===== src/rtl/frame_scan_controller_pkg.sv =====
// Shared definitions for the frame scan controller.
// Holds the default image geometry, coordinate and pixel widths, the
// controller state encoding and the {row, col, pixel} entry that moves
// through the skid buffer.
// Build option: CONTINUOUS_SCAN_EN (see frame_scan_controller.sv).
package frame_scan_controller_pkg;

  localparam int IMAGE_WIDTH_DEF  = 320;
  localparam int IMAGE_HEIGHT_DEF = 240;

  localparam int ROW_W = 8;
  localparam int COL_W = 9;
  localparam int PIX_W = 12;

  typedef enum logic [1:0] {
    ST_IDLE  = 2'd0,
    ST_SCAN  = 2'd1,
    ST_DRAIN = 2'd2,
    ST_DONE  = 2'd3
  } scan_state_e;

  typedef struct packed {
    logic [ROW_W-1:0] row;
    logic [COL_W-1:0] col;
    logic [PIX_W-1:0] pixel;
  } pix_entry_t;

endpackage


===== src/rtl/frame_scan_controller_pixel_skid_buffer.sv =====
// Two-entry FIFO of {row, col, pixel} between the ROM read and the consumer.
// The head entry is always presented on head_o; count_o tells how many
// entries are valid. Push and pop may happen in the same cycle (a push is
// accepted while full only when a pop frees a slot). flush_i empties the
// FIFO and takes priority over push/pop.
// Ports:
//   clk_i, rst_ni   clock, asynchronous active-low reset
//   push_i          write push_data_i into the tail
//   push_data_i     entry to write
//   pop_i           drop the head entry
//   flush_i         discard all entries
//   head_o          current head entry
//   count_o         number of valid entries (0..2)
module pixel_skid_buffer
  import frame_scan_controller_pkg::*;
(
  input  logic       clk_i,
  input  logic       rst_ni,
  input  logic       push_i,
  input  pix_entry_t push_data_i,
  input  logic       pop_i,
  input  logic       flush_i,
  output pix_entry_t head_o,
  output logic [1:0] count_o
);

  pix_entry_t mem_q [2];
  logic       rd_ptr_q, rd_ptr_d;
  logic       wr_ptr_q, wr_ptr_d;
  logic [1:0] count_q, count_d;
  logic       do_push, do_pop;

  assign do_pop  = pop_i && (count_q != 2'd0);
  assign do_push = push_i && ((count_q != 2'd2) || do_pop);

  always_comb begin
    rd_ptr_d = rd_ptr_q;
    wr_ptr_d = wr_ptr_q;
    count_d  = count_q;
    if (flush_i) begin
      rd_ptr_d = 1'b0;
      wr_ptr_d = 1'b0;
      count_d  = 2'd0;
    end else begin
      if (do_push) wr_ptr_d = ~wr_ptr_q;
      if (do_pop)  rd_ptr_d = ~rd_ptr_q;
      case ({do_push, do_pop})
        2'b10:   count_d = count_q + 2'd1;
        2'b01:   count_d = count_q - 2'd1;
        default: count_d = count_q;
      endcase
    end
  end

  always_ff @(posedge clk_i or negedge rst_ni) begin
    if (!rst_ni) begin
      mem_q[0] <= '0;
      mem_q[1] <= '0;
      rd_ptr_q <= 1'b0;
      wr_ptr_q <= 1'b0;
      count_q  <= 2'd0;
    end else begin
      if (do_push && !flush_i) mem_q[wr_ptr_q] <= push_data_i;
      rd_ptr_q <= rd_ptr_d;
      wr_ptr_q <= wr_ptr_d;
      count_q  <= count_d;
    end
  end

  assign head_o  = mem_q[rd_ptr_q];
  assign count_o = count_q;

endmodule


===== src/rtl/frame_scan_controller.sv =====
// Raster-scan sequencer between the image ROM and the image masking module.
// On start it walks every (row, col) address of the ROM in raster order
// (column first), absorbs the ROM's one-cycle read latency by carrying the
// coordinate alongside the read, and hands {pixel, row, col} to the consumer
// through a two-entry skid buffer with a valid/ready handshake.
// abort returns everything to IDLE immediately and discards pending data.
// Build option: CONTINUOUS_SCAN_EN - when defined the scan wraps to (0,0)
// after the last address and keeps running until abort; frame_done pulses
// after every last-pixel accept.
// Ports:
//   Clock, Reset_n            clock, asynchronous active-low reset
//   start, abort              scan request / scan termination
//   rom_pixel                 ROM read data (one cycle after address)
//   rom_pix_row, rom_pix_col  registered ROM address
//   pixel_out, pix_row, pix_col, pixel_valid, pixel_ready   output stream
//   busy                      high while scanning or draining
//   frame_done                one-cycle pulse after the last pixel is taken
module frame_scan_controller
  import frame_scan_controller_pkg::*;
#(
  parameter int IMAGE_WIDTH  = IMAGE_WIDTH_DEF,
  parameter int IMAGE_HEIGHT = IMAGE_HEIGHT_DEF
) (
  input  logic             Clock,
  input  logic             Reset_n,
  input  logic             start,
  input  logic             abort,
  input  logic [PIX_W-1:0] rom_pixel,
  output logic [ROW_W-1:0] rom_pix_row,
  output logic [COL_W-1:0] rom_pix_col,
  output logic [PIX_W-1:0] pixel_out,
  output logic [ROW_W-1:0] pix_row,
  output logic [COL_W-1:0] pix_col,
  output logic             pixel_valid,
  input  logic             pixel_ready,
  output logic             busy,
  output logic             frame_done
);

  localparam logic [ROW_W-1:0] ROW_LAST = ROW_W'(IMAGE_HEIGHT - 1);
  localparam logic [COL_W-1:0] COL_LAST = COL_W'(IMAGE_WIDTH - 1);

  scan_state_e      state_q, state_d;
  logic [ROW_W-1:0] row_q, row_d;
  logic [COL_W-1:0] col_q, col_d;
  logic             infl_q, infl_d;
  logic [ROW_W-1:0] infl_row_q, infl_row_d;
  logic [COL_W-1:0] infl_col_q, infl_col_d;

  pix_entry_t       head;
  pix_entry_t       push_data;
  logic [1:0]       buf_count;
  logic             pop, push, issue, room, last_addr, last_pop;
  logic [2:0]       occ_sum;

  assign pixel_valid = (buf_count != 2'd0);
  assign pop         = pixel_valid && pixel_ready;

  // Occupancy counted after this cycle's pop so a steady ready stream
  // still issues one address per cycle.
  assign occ_sum   = 3'(buf_count) - 3'(pop) + 3'(infl_q);
  assign room      = (occ_sum < 3'd2);
  assign last_addr = (row_q == ROW_LAST) && (col_q == COL_LAST);
  assign last_pop  = pop && (buf_count == 2'd1) && !infl_q;

  always_comb begin
    state_d    = state_q;
    row_d      = row_q;
    col_d      = col_q;
    infl_d     = 1'b0;
    infl_row_d = infl_row_q;
    infl_col_d = infl_col_q;
    issue      = 1'b0;
    if (abort) begin
      state_d = ST_IDLE;
      row_d   = '0;
      col_d   = '0;
    end else begin
      unique case (state_q)
        ST_IDLE: if (start) state_d = ST_SCAN;
        ST_SCAN: begin
          issue = room;
          if (issue) begin
            infl_d     = 1'b1;
            infl_row_d = row_q;
            infl_col_d = col_q;
            if (col_q == COL_LAST) begin
              col_d = '0;
              row_d = (row_q == ROW_LAST) ? '0 : row_q + 1'b1;
            end else begin
              col_d = col_q + 1'b1;
            end
`ifndef CONTINUOUS_SCAN_EN
            if (last_addr) state_d = ST_DRAIN;
`endif
          end
        end
        ST_DRAIN: if (last_pop) state_d = ST_DONE;
        ST_DONE:  state_d = ST_IDLE;
        default:  state_d = ST_IDLE;
      endcase
    end
  end

  always_ff @(posedge Clock or negedge Reset_n) begin
    if (!Reset_n) begin
      state_q    <= ST_IDLE;
      row_q      <= '0;
      col_q      <= '0;
      infl_q     <= 1'b0;
      infl_row_q <= '0;
      infl_col_q <= '0;
    end else begin
      state_q    <= state_d;
      row_q      <= row_d;
      col_q      <= col_d;
      infl_q     <= infl_d;
      infl_row_q <= infl_row_d;
      infl_col_q <= infl_col_d;
    end
  end

  // ROM data arrives the cycle after issue; pair it with the carried coordinate.
  assign push      = infl_q && !abort;
  assign push_data = '{row: infl_row_q, col: infl_col_q, pixel: rom_pixel};

  pixel_skid_buffer u_skid (
    .clk_i       (Clock),
    .rst_ni      (Reset_n),
    .push_i      (push),
    .push_data_i (push_data),
    .pop_i       (pop),
    .flush_i     (abort),
    .head_o      (head),
    .count_o     (buf_count)
  );

  assign rom_pix_row = row_q;
  assign rom_pix_col = col_q;
  assign pixel_out   = head.pixel;
  assign pix_row     = head.row;
  assign pix_col     = head.col;
  assign busy        = (state_q == ST_SCAN) || (state_q == ST_DRAIN);

`ifdef CONTINUOUS_SCAN_EN
  logic done_q, done_d;

  assign done_d = pop && !abort && (head.row == ROW_LAST) && (head.col == COL_LAST);

  always_ff @(posedge Clock or negedge Reset_n) begin
    if (!Reset_n) done_q <= 1'b0;
    else          done_q <= done_d;
  end

  assign frame_done = done_q;
`else
  assign frame_done = (state_q == ST_DONE);
`endif

endmodule


===== config.mk =====
export PLATFORM = sky130hd
export DESIGN_NAME = frame_scan_controller
export DESIGN_NICKNAME = d
export VERILOG_FILES = /design/src/rtl/frame_scan_controller_pkg.sv /design/src/rtl/frame_scan_controller_pixel_skid_buffer.sv /design/src/rtl/frame_scan_controller.sv
export SDC_FILE = /design/constraint.sdc
export NUM_CORES = 1
export LEC_CHECK = 0
export CORE_MARGIN = 2
export CORE_UTILIZATION = 35
export DETAILED_ROUTE_END_ITERATION = 16
export MAX_ROUTING_LAYER = met4
export PLACE_DENSITY = 0.56
export SKIP_CTS_REPAIR_TIMING = 1
export SYNTH_ARGS = -nofsm -noshare
export SYNTH_HDL_FRONTEND = slang
export SYNTH_SLANG_ARGS = --single-unit

===== constraint.sdc =====
create_clock -name Clock -period 5 [get_ports Clock]
set_input_delay 0.75 -clock Clock [delete_from_list [all_inputs] [get_ports Clock]]
set_output_delay 0.75 -clock Clock [all_outputs]
set_load 0.05 [all_outputs]

==> metrics, run 1 <==
top_reg_cell synth dfrtp_1; via count 3046; vias per inst 4.977; Largest stage delay, worst path 0.54 ns; Synth Warn # 0; Core Rows 42; syn_nets 396; worst relative slew slack 49.00%; Crit-path slowest cell fa_1; R2R setup slack 1.39 ns; Hold Path Class in2async; Worst Setup Path Type in2reg; initial DRC count 137; crit start category primary input; top-area cell type share of the netlist area 52.08%; family with the most delay on the worst path simple AND/OR/NAND/NOR gates; Hold Vio Cnt, Final 0; Critical Path End rom_pix_row[3]; chip width 120.6 µm; Port Buffer Count 65; FILL cells 1232; Final GP Congestion 0.7702; most common cell after layout, fill and taps aside mux2_2; Final HPWL DP 6355 µm; min Tclk post-route 3.620 ns; Inserted Clock Buffers 9; unrepaired setup endpoints after global routing false; Reg power frac 36.6%; clk root buf clkbuf_16; final setup fails 0; worst r2r src u_skid.count_o[1]; reg2reg end rom_pix_row[3]; Layout Area Growth over Synthesis 23.46%; Area contributors post-synth dfrtp_1, mux2_2, ha_1, mux2i_1, a21oi_1; max frequency 276.3 MHz; number of flops mapped to enable cells by yosys 0; H-tree depth 3; post-route ant nets 0; sequential area share after synthesis 52.08%; CTS clk-pin slew, worst paths 0.07 ns; Worst-Margin Slew 0.7649 ns; CP required 5.27 ns; Clock Latency Late Sink 0.34 ns; Critical path buffers and inverters 1; Final nets 460; crit path cell chain clkdlybuf4s50_1 -> nor2b_1 -> ha_1 -> nand2b_1 -> fa_1 -> and2_1 -> nand4_2 -> or4_1 -> o21ai_0; Starting Density 35.92%; Yosys reg bits 99; I/O pins 66; outcome finished, final reports clean; Worst VDD drop 0.3154 mV; CTS tree built; Die H 120.6 µm; largest net degree at the start of global routing 63; cell taking the most area after synthesis dfrtp_1; global route overflow 0; combinational power share 38.8%; Mapped Cells 367; max_cap viols 0; Pins Over Slew Limit 0; static leakage 2.636 nW; number of global-route vias before repair 3026; initial antenna violation count 0; final cycle utilization of the critical path 72.40%; DRT Pass-1 Iters 5; Max Buffers Root-to-Sink 2; # DRC 0; first-pass GRT wire length 16200 µm; Arr. time, crit path 3.89 ns; type of destination of the critical path flop; Netlist cell types 47; Psw 1.019 mW; setup TNS 0 ns; FF/Latch Area 2477 µm²; die area 14540 µm²; share of cells above drive strength 1 31.42%; Post-synth ARST share 100.0%; clock sinks 99; post-DR wirelength/cell 15.83 µm; crit path from pixel_ready; skew final 0.004940 ns; Post-Syn Area per Cell 12.96 µm²; R2R depth 10; ant diodes 0; stages on the worst setup path 9; PwrDens 469.6 nW/µm²; Total GRT Usage 14.77%; cell-internal power 1.739 mW; Sw Ratio 36.96%; CP max FO 13; commonest non-fill, non-tap cells in the layout mux2_2, dfrtp_1, clkdlybuf4s50_1; area of the multi-input gates 2150 µm²; WHS 0.4643 ns; Clock Power Share 24.6%; Core Area 13240 µm²; total routed wirelength 9691 µm; Post-Syn Area 4757 µm²
==> Yosys cell counts (3+ instances only) <==
master	n
mux2_2	104
dfrtp_1	99
nor2_1	13
a21oi_1	12
ha_1	11
nand2_1	11
nand3_1	11
inv_1	10
mux2i_1	7
o21ai_0	7
buf_2	6
clkbuf_1	6
o211ai_1	5
or3_1	5
a211oi_1	4
nand4_1	4
nor2b_1	4
buf_6	3
nand4b_1	3
or2_2	3
or4_1	3
xor2_1	3
==> sequential cells by signal, indices dropped and copies added, names as in the netlist <==
register / cells
u_skid.count_o: 2
infl_q: 1
u_skid.rd_ptr_q: 1
rom_pix_col: 9
u_skid.mem_q: 58
infl_col_q: 9
state_q: 2
infl_row_q: 8
rom_pix_row: 8
u_skid.wr_ptr_q: 1
==> per-layer routing <==
layer / global-route usage [%] / wire length [µm] / vias to the layer above
met3: 4.198 / 381 / 9
li1: - / - / 1464
met1: 19.63 / 4769 / 1511
met2: 22.21 / 4414 / 62
met5: - / 0 / -
met4: 4.142 / 125 / 0
==> cell type report <==
| class | count | area share, % |
|---|---|---|
| tap | 176 | 3.749 |
| clock inverter | 5 | 0.7243 |
| timing repair buffer | 71 | 11.80 |
| sequential | 99 | 42.18 |
| clock buffer | 11 | 4.303 |
| multi-input combinational | 240 | 36.60 |
| inverter | 10 | 0.6391 |
==> worst min path at each step <==
| stage | end | from | cells past startpoint |
|---|---|---|---|
| global route | u_skid.mem_q[4] | u_skid.mem_q[4] | 1 |
| CTS | u_skid.mem_q[4] | u_skid.mem_q[4] | 1 |
| global placement | u_skid.mem_q[4] | u_skid.mem_q[4] | 1 |
| finish | u_skid.mem_q[1] | Reset_n | 1 |
| detailed placement | u_skid.mem_q[4] | u_skid.mem_q[4] | 1 |
| floorplan | infl_col_q[0] | Reset_n | 0 |
==> cells by family after synthesis <==
family / after synthesis / share of synthesized area (%)
flops: 99 / 52.08
buf+inv: 28 / 2.998
compound gates: 37 / 4.971
xor+xnor: 6 / 1.263
fa+ha+maj: 12 / 3.314
mux: 112 / 26.33
simple gates: 73 / 9.048
==> power by group through the flow <==
| stage | registers, mW | logic (mW) | clock network (mW) |
|---|---|---|---|
| floorplan | 1.01 | 0.799 | 0 |
| global placement | 1.02 | 1.07 | 0 |
| detailed placement | 1.02 | 1.08 | 0 |
| CTS | 1.01 | 1.09 | 0.706 |
| global route | 1.03 | 1.15 | 0.743 |
| finish | 1.01 | 1.07 | 0.678 |
==> through the flow <==
stage	util, %	worst slack, ns	power (mW)	std cells	cell area, µm²
after global placement	42.12	1.058	2.088	596	5578
final	44.35	1.380	2.758	612	5873
after CTS	44.35	1.384	2.802	612	5873
after detailed placement	42.12	1.024	2.105	596	5578
after global routing	44.35	1.145	2.919	612	5873
after floorplan	-	2.029	1.807	367	4757
(Power assumes the default switching activity.)
==> run 2: changes to the inputs <==
Clock period 5 ns to 3.6 ns, I/O delays scaled along.
==> metrics, run 2 (same netlist as run 1, synthesis figures left out) <==
vias per inst 5.044 (+1.3%); commonest non-fill, non-tap cells in the layout mux2_2, dfrtp_1, clkdlybuf4s50_1; Critical path buffers and inverters 1 (unchanged); post-DR wirelength/cell 15.77 µm (-0.43%); global route overflow 0 (unchanged); FF/Latch Area 2477 µm² (unchanged); Core Area 13240 µm² (unchanged); type of destination of the critical path flop; die area 14540 µm² (unchanged); PwrDens 652.8 nW/µm² (+39%); final cycle utilization of the critical path 85.09%; Total GRT Usage 14.59% (-0.18 points); H-tree depth 3 (unchanged); Clock Power Share 24.7% (about the same); total routed wirelength 9697 µm (about the same); Placed Area 5613 µm² (+0.63%); outcome finished, final reports clean; Clock Latency Late Sink 0.34 ns (about the same); FILL cells 1224 (-0.65%); most common cell after layout, fill and taps aside mux2_2; met1 Usage GRT 19.19% (-0.44 points); CP most frequent cell ha_1; Worst VDD drop 0.3729 mV (+18%); R2R setup slack 0.54 ns (-0.85 ns); Largest register FFs 58 (unchanged); initial antenna violation count 0 (unchanged); Inserted Clock Buffers 9 (unchanged); Crit-path slowest cell or4_1; ant diodes 0 (unchanged); crit path cell chain inv_1 -> ha_1 -> nor2b_1 -> ha_1 -> nand2b_1 -> fa_1 -> xnor2_2 -> nand4_2 -> or4_1 -> o21ai_0; Sw Ratio 36.19% (-0.77 points); Largest stage delay, worst path 0.55 ns (about the same); setup TNS 0 ns (unchanged); Worst-Margin Slew 0.7404 ns (-0.02453 ns); max frequency 326.5 MHz; CTS tree built; number of global-route vias before repair 3090 (+2.1%); Core Rows 42 (unchanged); unrepaired setup endpoints after global routing false; skew final 0.003612 ns (-0.001327 ns); largest reg by FF count u_skid.mem_q; met2 Usage GRT 22.78% (+0.56 points); initial DRC count 175 (+28%); Arr. time, crit path 3.32 ns (-0.57 ns); static leakage 2.665 nW (+1.1%); Final GP Congestion 0.7799 (+1.3%); Reg power frac 36.2% (-0.4 points); combinational power share 39.2% (+0.4 points); DRT Pass-1 Iters 4 (-1); Post-Place Setup Slack 0.2320 ns (-0.7922 ns); GRT met3 Usage 3.868% (-0.33 points); fin area 5907 µm² (+0.58%); CTS clk-pin slew, worst paths 0.06 ns (about the same); min Tclk post-route 3.063 ns; Psw 1.396 mW (+37%); fin worst setup slack 0.5368 ns (-0.8433 ns); WHS 0.2783 ns (-0.1860 ns); crit start category flop; clock sinks 99 (unchanged); chip width 120.6 µm (unchanged); cell-internal power 2.461 mW (+42%); Hold Path Class in2async; area of the multi-input gates 2150 µm² (unchanged); Worst Setup Path Type reg2reg; Final nets 463 (+0.65%); worst relative slew slack 50.64% (+1.6 points); largest net degree at the start of global routing 57 (-9.5%); CP required 3.86 ns (-1.41 ns); Pins Over Slew Limit 0 (unchanged); family with the most delay on the worst path simple AND/OR/NAND/NOR gates; # DRC 0 (unchanged); Power, Total 3.856 mW (+40%); final setup fails 0 (unchanged); clk root buf clkbuf_16; share of cells above drive strength 1 31.44% (about the same); I/O pins 66 (unchanged); first-pass GRT wire length 16110 µm (-0.56%); via count 3102 (+1.8%); CP max FO 13 (unchanged); Layout Area Growth over Synthesis 24.17%; Hold Vio Cnt, Final 0 (unchanged); Most Crowded Layer GR met2; Starting Density 35.92% (unchanged); max_cap viols 0 (unchanged); Port Buffer Count 65 (unchanged); Die H 120.6 µm (unchanged); Final HPWL DP 6468 µm (+1.8%); post-route ant nets 0 (unchanged); Max Buffers Root-to-Sink 2 (unchanged)
==> run 2: worst reg2reg max path, stage by stage, from the launching register on <==
cell	delay (ns)
dfrtp_1	0.39
inv_1	0.10
ha_1	0.23
nor2b_1	0.16
ha_1	0.24
nand2b_1	0.15
fa_1	0.44
xnor2_2	0.30
nand4_2	0.34
or4_1	0.55
o21ai_0	0.08
==> run 2: final timing paths <==
| check | cells after the start | to | startpoint |
|---|---|---|---|
| setup / recovery | 10 | rom_pix_row[3] | u_skid.count_o[0] |
| hold / removal | 1 | u_skid.mem_q[1] | Reset_n |
| setup reg to reg | 10 | rom_pix_row[3] | u_skid.count_o[0] |
| hold reg to reg | 1 | u_skid.mem_q[4] | u_skid.mem_q[4] |
| max in group asynchronous | 2 | rom_pix_row[1] | Reset_n |
| min in group Clock | 1 | u_skid.mem_q[4] | u_skid.mem_q[4] |
==> run 2: layer usage <==
metal	wire length (µm)	share of wire, %
met2	4640	48
met3	427	4.4
met4	55	0.57
met5	0	0
met1	4573	47
==> run 2: power by group through the flow <==
| stage | clock network (mW) | registers, mW | logic (mW) |
|---|---|---|---|
| after floorplan | 0 | 1.40 | 1.11 |
| after global placement | 0 | 1.40 | 1.51 |
| after detailed placement | 0 | 1.42 | 1.53 |
| after CTS | 0.987 | 1.40 | 1.53 |
| after global routing | 1.04 | 1.42 | 1.62 |
| final | 0.951 | 1.39 | 1.51 |
==> run 2: layout make-up <==
cell class	count	area share, %
well taps	176	3.728
clock buffers	11	3.940
multi-input cells	240	36.39
clock inverters	5	1.038
inverters	10	0.6355
repair buffers	74	12.33
flip-flops and latches	99	41.94
==> run 2: metrics by stage <==
| step | util (%) | cells |
|---|---|---|
| after floorplan | - | 367 |
| after global placement | 42.38 | 599 |
| after detailed placement | 42.38 | 599 |
| after CTS | 44.61 | 615 |
| after global routing | 44.61 | 615 |
| final | 44.61 | 615 |
